`config.mk`:
```
export PLATFORM = sky130hd
export DESIGN_NAME = instr_fetch
export DESIGN_NICKNAME = d
export VERILOG_FILES = /design/src/rtl/instr_fetch.sv
export SDC_FILE = /design/constraint.sdc
export NUM_CORES = 1
export LEC_CHECK = 0
export CORE_MARGIN = 2
export CORE_UTILIZATION = 40
export DETAILED_ROUTE_END_ITERATION = 8
export HOLD_SLACK_MARGIN = 0.08
export PLACE_DENSITY_LB_ADDON = 0.12
export SLEW_MARGIN = 5
export SYNTH_ARGS = -nofsm -noshare
export SYNTH_HDL_FRONTEND = slang
export SYNTH_SLANG_ARGS = --single-unit
```
`constraint.sdc`:
```
create_clock -name clk -period 2.5 [get_ports clk]
set_clock_uncertainty 0.1 [all_clocks]
set_input_delay 0.25 -clock clk [delete_from_list [all_inputs] [get_ports clk]]
set_output_delay 0.25 -clock clk [all_outputs]
set_load 0.01 [all_outputs]
```
`src/rtl/instr_fetch.sv`:
```
// Instruction fetch stage: owns the program counter, issues word addresses to a
// synchronous instruction RAM (one-cycle read latency) and buffers the returned
// words in a 2-entry FIFO that feeds decode over a valid/ready handshake.
// A redirect flushes both the RAM word in flight and everything buffered.
module instr_fetch #(
  parameter int ADDRESS_BUS_WIDTH = 6,
  parameter int INSTRUCTION_WIDTH = 36,
  parameter int RESET_PC          = 0
) (
  input  logic                         clk,
  input  logic                         rst,
  output logic [ADDRESS_BUS_WIDTH-1:0] imem_addr,
  output logic                         imem_read_not_write,
  input  logic [INSTRUCTION_WIDTH-1:0] imem_data,
  input  logic                         redirect_valid,
  input  logic [ADDRESS_BUS_WIDTH-1:0] redirect_pc,
  output logic                         out_valid,
  input  logic                         out_ready,
  output logic [INSTRUCTION_WIDTH-1:0] out_instr,
  output logic [ADDRESS_BUS_WIDTH-1:0] out_pc
);

  localparam logic [ADDRESS_BUS_WIDTH-1:0] RESET_PC_W = ADDRESS_BUS_WIDTH'(RESET_PC);

  logic [ADDRESS_BUS_WIDTH-1:0] pc;
  logic                         inflight;
  logic [ADDRESS_BUS_WIDTH-1:0] inflight_pc;
  logic [1:0]                   count;

  // entry 0 is the head presented to decode, entry 1 sits behind it
  logic [INSTRUCTION_WIDTH-1:0] head_instr, tail_instr;
  logic [ADDRESS_BUS_WIDTH-1:0] head_pc, tail_pc;

  logic       pop;
  logic       push;
  logic       issue;
  logic [2:0] occupancy;

  assign imem_addr           = pc;
  assign imem_read_not_write = 1'b1;
  assign out_valid           = (count != 2'd0);
  assign out_instr           = head_instr;
  assign out_pc              = head_pc;

  // Handshake bookkeeping: only issue when the word would still fit after
  // everything already buffered or in flight has landed.
  always_comb begin
    pop       = out_valid && out_ready;
    push      = inflight && !redirect_valid;
    occupancy = {1'b0, count} + {2'b00, inflight} - {2'b00, pop};
    issue     = !redirect_valid && (occupancy < 3'd2);
  end

  // Program counter and in-flight tag tracking the RAM read pipeline.
  always_ff @(posedge clk) begin
    if (rst) begin
      pc          <= RESET_PC_W;
      inflight    <= 1'b0;
      inflight_pc <= '0;
    end else if (redirect_valid) begin
      pc          <= redirect_pc;
      inflight    <= 1'b0;
    end else if (issue) begin
      pc          <= pc + 1'b1;
      inflight    <= 1'b1;
      inflight_pc <= pc;
    end else begin
      inflight    <= 1'b0;
    end
  end

  // Two-entry FIFO: pops shift the tail forward, pushes land in the first
  // free slot after any shift.
  always_ff @(posedge clk) begin
    if (rst) begin
      count      <= 2'd0;
      head_instr <= '0;
      head_pc    <= '0;
      tail_instr <= '0;
      tail_pc    <= '0;
    end else if (redirect_valid) begin
      count <= 2'd0;
    end else begin
      case ({push, pop})
        2'b01: begin
          head_instr <= tail_instr;
          head_pc    <= tail_pc;
          count      <= count - 2'd1;
        end
        2'b10: begin
          if (count == 2'd0) begin
            head_instr <= imem_data;
            head_pc    <= inflight_pc;
          end else begin
            tail_instr <= imem_data;
            tail_pc    <= inflight_pc;
          end
          count <= count + 2'd1;
        end
        2'b11: begin
          if (count == 2'd1) begin
            head_instr <= imem_data;
            head_pc    <= inflight_pc;
          end else begin
            head_instr <= tail_instr;
            head_pc    <= tail_pc;
            tail_instr <= imem_data;
            tail_pc    <= inflight_pc;
          end
        end
        default: begin
          count <= count;
        end
      endcase
    end
  end

endmodule

```
Word level (Yosys, flattened, before mapping)

Index checks and enable logic that the tools add are counted.

Flip-flop bits (word level): 99
Latch bits: 0
Bits in writable memories: 0
Bits in read-only memories: 0
Memories: 0

Add/subtract/negate cells: 5
Multiply operators: 0
Div/mod/pow operators: 0
$lt $le $gt $ge: 1
Eq/ne operators: 7
Shift operators: 0
Mux-type cells: 16
Bitwise logic cells: 1
Reduce and logical (&&, ||, !) cells: 14

Operators with widths:

| kind                | count |
|---|---|
| $mux 36             | 4 |
| $pmux 36 s3         | 1 |
| $pmux 36 s2         | 1 |
| $mux 6              | 6 |
| $pmux 6 s3          | 1 |
| $pmux 6 s2          | 1 |
| $reduce_bool 2->1   | 4 |
| $add 6x1->6 const B | 1 |
| $ne 2x2->1 const B  | 3 |
| $eq 2x1->1 const B  | 2 |
| $eq 2x2->1 const B  | 2 |
| $pmux 2 s2          | 1 |
| $reduce_and 4->1    | 1 |
| $add 2x1->3         | 1 |
| $logic_and 1x1->1   | 3 |
| $lt 3x2->1 const B  | 1 |
| $reduce_and 3->1    | 1 |
| $reduce_bool 3->1   | 1 |
| $sub 3x1->3         | 1 |
| $add 2x1->2 const B | 1 |
| $logic_not 2->1     | 1 |
| $reduce_and 2->1    | 1 |
| $reduce_or 2->1     | 1 |
| $sub 2x1->2 const B | 1 |
| other kinds (3)     | 3 |

Longest topological paths before layout

Depth in word-level cells: 7
Mapped depth: 12
Mapped depth without buffers: 11

Worst setup path before layout

OpenSTA, ideal clock, no wires.

Kind: reg-to-reg
From: register count[1]
To: register pc[5] (netlist: imem_addr[5])
Library setup time: 91 ps
Arrival time: 2,644 ps
Required time: 2,309 ps
Slack: -335 ps
Cell stages (with the launch flop): 12
Period minus slack after synthesis: 2,835 ps
Cell sequence: dfxtp_1 -> inv_1 -> ha_1 -> inv_1 -> nand2_1 -> inv_1 -> ha_1 -> nand2b_1 -> fa_1 -> xor2_1 -> or4_1 -> a311oi_1

Longest elaborated chain between the ends: 6
Elaborated cells between the ends (all ways): 7

Ends and longest elaborated chain:

| element                     | RTL line | text |
|---|---|---|
| from (decl)                 | 28       | `logic [1:0] count;` |
| from (signal assigned)      | 88       | `count <= count - 2'd1;` |
| from (signal assigned)      | 98       | `count <= count + 2'd1;` |
| from (signal assigned)      | 112      | `count <= count;` |
| $reduce_bool 2->1           | 41       | `assign out_valid = (count != 2'd0);` |
| net out_valid               | 17       | `output logic out_valid,` |
| $logic_and 1x1->1           | 48       | `pop = out_valid && out_ready;` |
| $sub 3x1->3                 | 50       | `occupancy = {1'b0, count} + {2'b00, inflight} - {2'b00, pop};` |
| $lt 3x2->1                  | 51       | `issue = !redirect_valid && (occupancy < 3'd2);` |
| $logic_and 1x1->1           | 51       |  |
| $reduce_bool 2->1 (no line) | n/a      |  |
| to (signal assigned)        | 61       | `pc <= redirect_pc;` |
| to (signal assigned)        | 64       | `pc <= pc + 1'b1;` |
| to (decl)                   | 25       | `logic [ADDRESS_BUS_WIDTH-1:0] pc;` |

The timed path passes the listed nets, and every way through them passes these cells.
A chain may end at the register's enable or synchronous reset.

Worst setup path after layout

From: register count[0]
To: register pc[0] (netlist: imem_addr[0])

Longest elaborated chain between the ends: 6
Elaborated cells between the ends (all ways): 7

Ends and longest elaborated chain:

| element                                                             | RTL line |
|---|---|
| parallel branches: the longest is 2 deep, another holds $add 2x1->3 | n/a |
| $sub 3x1->3 (*)                                                     | 50 |
| $lt 3x2->1 (*)                                                      | 51 |
| $logic_and 1x1->1 (*)                                               | 51 |
| $reduce_bool 2->1 (no line) (*)                                     | n/a |

Mark *: on every way between the ends.

==> results.ini <==
[layout]
flow.area_growth_from_synthesis_pct = 34.7
nNetsFinal = 682
num_antenna_cells = 0
final-instance-count-excl-fill = 802
drive_gt1_share_pct = 20.5

[critical_path]
cp-start-kind = register
cpMaxStageDelayCell = fa_2
max_stage_delay_ns = 0.58
rrSetupSlack_ns = -0.03
crit_required_ns = 2.65
critPathMostFrequentCell = inv_4
end_kind = register
cp.arrival_ns = 2.68
crit_type = register to register
crit_fanout = 3
path_cells = inv_2, ha_4, inv_4, nand2_4, inv_4, ha_4, nand2b_4, fa_2, buf_6, inv_4, or3_1, a311oi_1

[placement]
portBuffers = 94
hpwl_um = 8860
globalplace.congestion = 0.792
dp_cells = 781

[routing]
ant_nets = 0
drt-wirelength-per-cell_um = 18.3
avgViaCountPerCell = 6.04
firstDrtPassIters = 5
route.detailed.drc = 0
drt-total-wl_um = 14700
drtIter0Drc = 361
vias = 4844

[synth]
syn_area_per_cell_um2 = 8.93
synth-seq-cells = 99
syn-instance-count = 554
synth_cell_types = 37
syn_nets = 607
yosysSeqAreaShare_pct = 40.1
synth-edff-count = 0
syn_area_um2 = 4950
ys.flop_type = dfxtp_1
ys_warn_count = 0
ys_async_sr_fraction_pct = 0

[status]
outcome = complete, but fails checks
violations = negative setup slack

[sta]
slew_headroom_pct = 64.7
fin_crit_ns = 2.53
min_period_over_period_pct = 101
tightest_slew_ns = 0.530
hold_violations = 0
finalSetupViolCount = 2
rsz0062_at_grt = yes
setup_ws_ns = -0.0273
drv_slew = 0
max_freq_ghz = 0.396

[clock_network]
insertion_delay_ns = 0.34
cts_buffer_depth = 2
cts_tree = built
cts_buffers = 9
clock_sinks = 99
cts_max_level = 3
clkTransAtPathRegs_ns = 0.07
root_buffer = clkbuf_16

[grt]
grt_pass1_vias = 4720
grt_max_degree = 63
grt_pass1_wl_um = 24000
antenna_found_initial = 0
grt_util_all_layers_pct = 22.4
overflow = 0

[power]
irDropWorstVdd_v = 0.000271
p_leak_nw = 2.06
total_power_mw = 4.02
power.density_nw_per_um2 = 604

[die]
start_util_pct = 41.0
coreArea_um2 = 12100
die_x_um = 115
ioPinCount = 96
rows = 40
dieArea_um2 = 13300
die_h_um = 115

[worst_hold_path]
hold_path.class = primary input to register

[job]
cap_violations = 0

[cell type report]
type	count	area, um2
tap	168	210
multi-input combinational	369	2700
clock buffer	12	256
clock inverter	4	48.8
inverter	10	47.5
timing repair buffer	140	1420
fill	1088	5400
sequential	99	1990
[through the flow]
step | setup TNS [ns] | utilization [%] | instance area, um2 | setup slack, ns | hold WS, ns
final | -0.0510 | 55.3 | 6670 | -0.0273 | 0.281
after global routing | -0.300 | 55.3 | 6670 | -0.126 | 0.298
after CTS | -0.0767 | 54.6 | 6580 | -0.0531 | 0.285
after detailed placement | -1.61 | 51.7 | 6230 | -0.291 | 0.358
after global placement | -1.03 | 51.7 | 6230 | -0.247 | 0.350
after floorplan | -0.176 | - | 4980 | -0.0828 | 0.300
[cell usage after synthesis, types with 2 or more instances]
| master | n | area, um2 |
|---|---|---|
| dfxtp_1 | 99 | 1980 |
| a21oi_1 | 90 | 450 |
| nand4_1 | 52 | 325 |
| o31ai_1 | 49 | 368 |
| clkbuf_1 | 47 | 176 |
| o21ai_0 | 44 | 220 |
| nand3_1 | 43 | 215 |
| a311oi_2 | 40 | 601 |
| buf_2 | 17 | 85.1 |
| a311oi_1 | 8 | 70.1 |
| inv_1 | 7 | 26.3 |
| nor2_1 | 7 | 26.3 |
| ha_1 | 6 | 75.1 |
| buf_1 | 5 | 18.8 |
| buf_6 | 5 | 56.3 |
| a31o_2 | 3 | 26.3 |
| nand2_1 | 3 | 11.3 |
| a21o_1 | 2 | 15.0 |
| and2_1 | 2 | 12.5 |
| and3_1 | 2 | 12.5 |
| buf_4 | 2 | 15.0 |
| clkinv_1 | 2 | 7.51 |
| nand2b_1 | 2 | 12.5 |
| nor3_1 | 2 | 10.0 |
| xnor2_1 | 2 | 17.5 |
| xor2_1 | 2 | 17.5 |
[per-layer routing]
layer  up-vias  part of all wire, %  GRT usage [%]
li1       2290                    -              -
met1      2376                   46           30.6
met2       159                   48           35.3
met3        19                  4.8           4.22
met4         0                  1.6           8.35
met5         -                    0              0
[critical path: cells and delay by family, from the launching register on]
kind / cells / cell delay (ns)
compound gates: 1 / 0.26
flops: 1 / 0.34
simple gates: 3 / 0.52
fa+ha+maj: 3 / 0.92
buf+inv: 5 / 0.31
[cell families (layout without fill, tap and decap cells)]
kind of cell	Yosys count	after routing	share of synthesized area [%]
AND/OR/NAND/NOR	118	118	13.3
flip-flops	99	99	40.1
other	1	1	0.0758
multiplexers	2	2	0.506
buffers and inverters	86	166	7.86
AO/OA/AOI/OAI	237	237	35.5
XOR/XNOR	4	4	0.708
adder cells (fa/ha/maj)	7	7	1.92
[where the power goes]
part,switching (mW),internal [mW],leakage (nW)
Combinational,0.462,0.406,1.10
Clock,0.596,0.830,0.153
Sequential,0.0638,1.67,0.807
[path summary, 6_finish.rpt]
check	start	end	cells after the start
worst min-delay path	rst	tail_instr[26]$_SDFFE_PP0P_	2
worst max register to register	count[0]$_SDFFE_PP0P_	imem_addr[0]$_SDFFE_PP0P_	12
worst max-delay path	count[0]$_SDFFE_PP0P_	imem_addr[0]$_SDFFE_PP0P_	12
worst min register to register	tail_pc[2]$_SDFFE_PP0P_	tail_pc[2]$_SDFFE_PP0P_	2
[state kept, by name, indices dropped and copies added, names as in the netlist]
name and count:
inflight_pc 6, out_pc 6, out_instr 36, count 2
tail_instr 36, tail_pc 6, inflight 1, imem_addr 6
[layout by cell type, fill, tap and decap left out, drive strengths merged, types with 2 or more instances in the layout]
cell           synthesis  layout
o21ai                 44      44
nor2                   7       7
xor2                   2       2
dfxtp                 99      99
ha                     6       6
nand2b                 2       2
xnor2                  2       2
nand4                 52      52
o31ai                 49      49
inv                    8       9
nand2                  3       3
a311oi                48      48
nor3                   2       2
and2                   2       2
buf                   29      47
and3                   2       2
clkinv                 2       4
a21o                   2       2
clkdlybuf4s50          0      93
nand3                 43      43
clkbuf                47      12
a31o                   3       3
a21oi                 91      91
[repair_timing]
action                                  CTS  global route
endpoints found under the setup margin    2             9
hold buffers                              0             0
buffers inserted                          4             1
pin swaps                                 5             8
resized for setup                         3            15
Power figures use the tool's default switching activity.
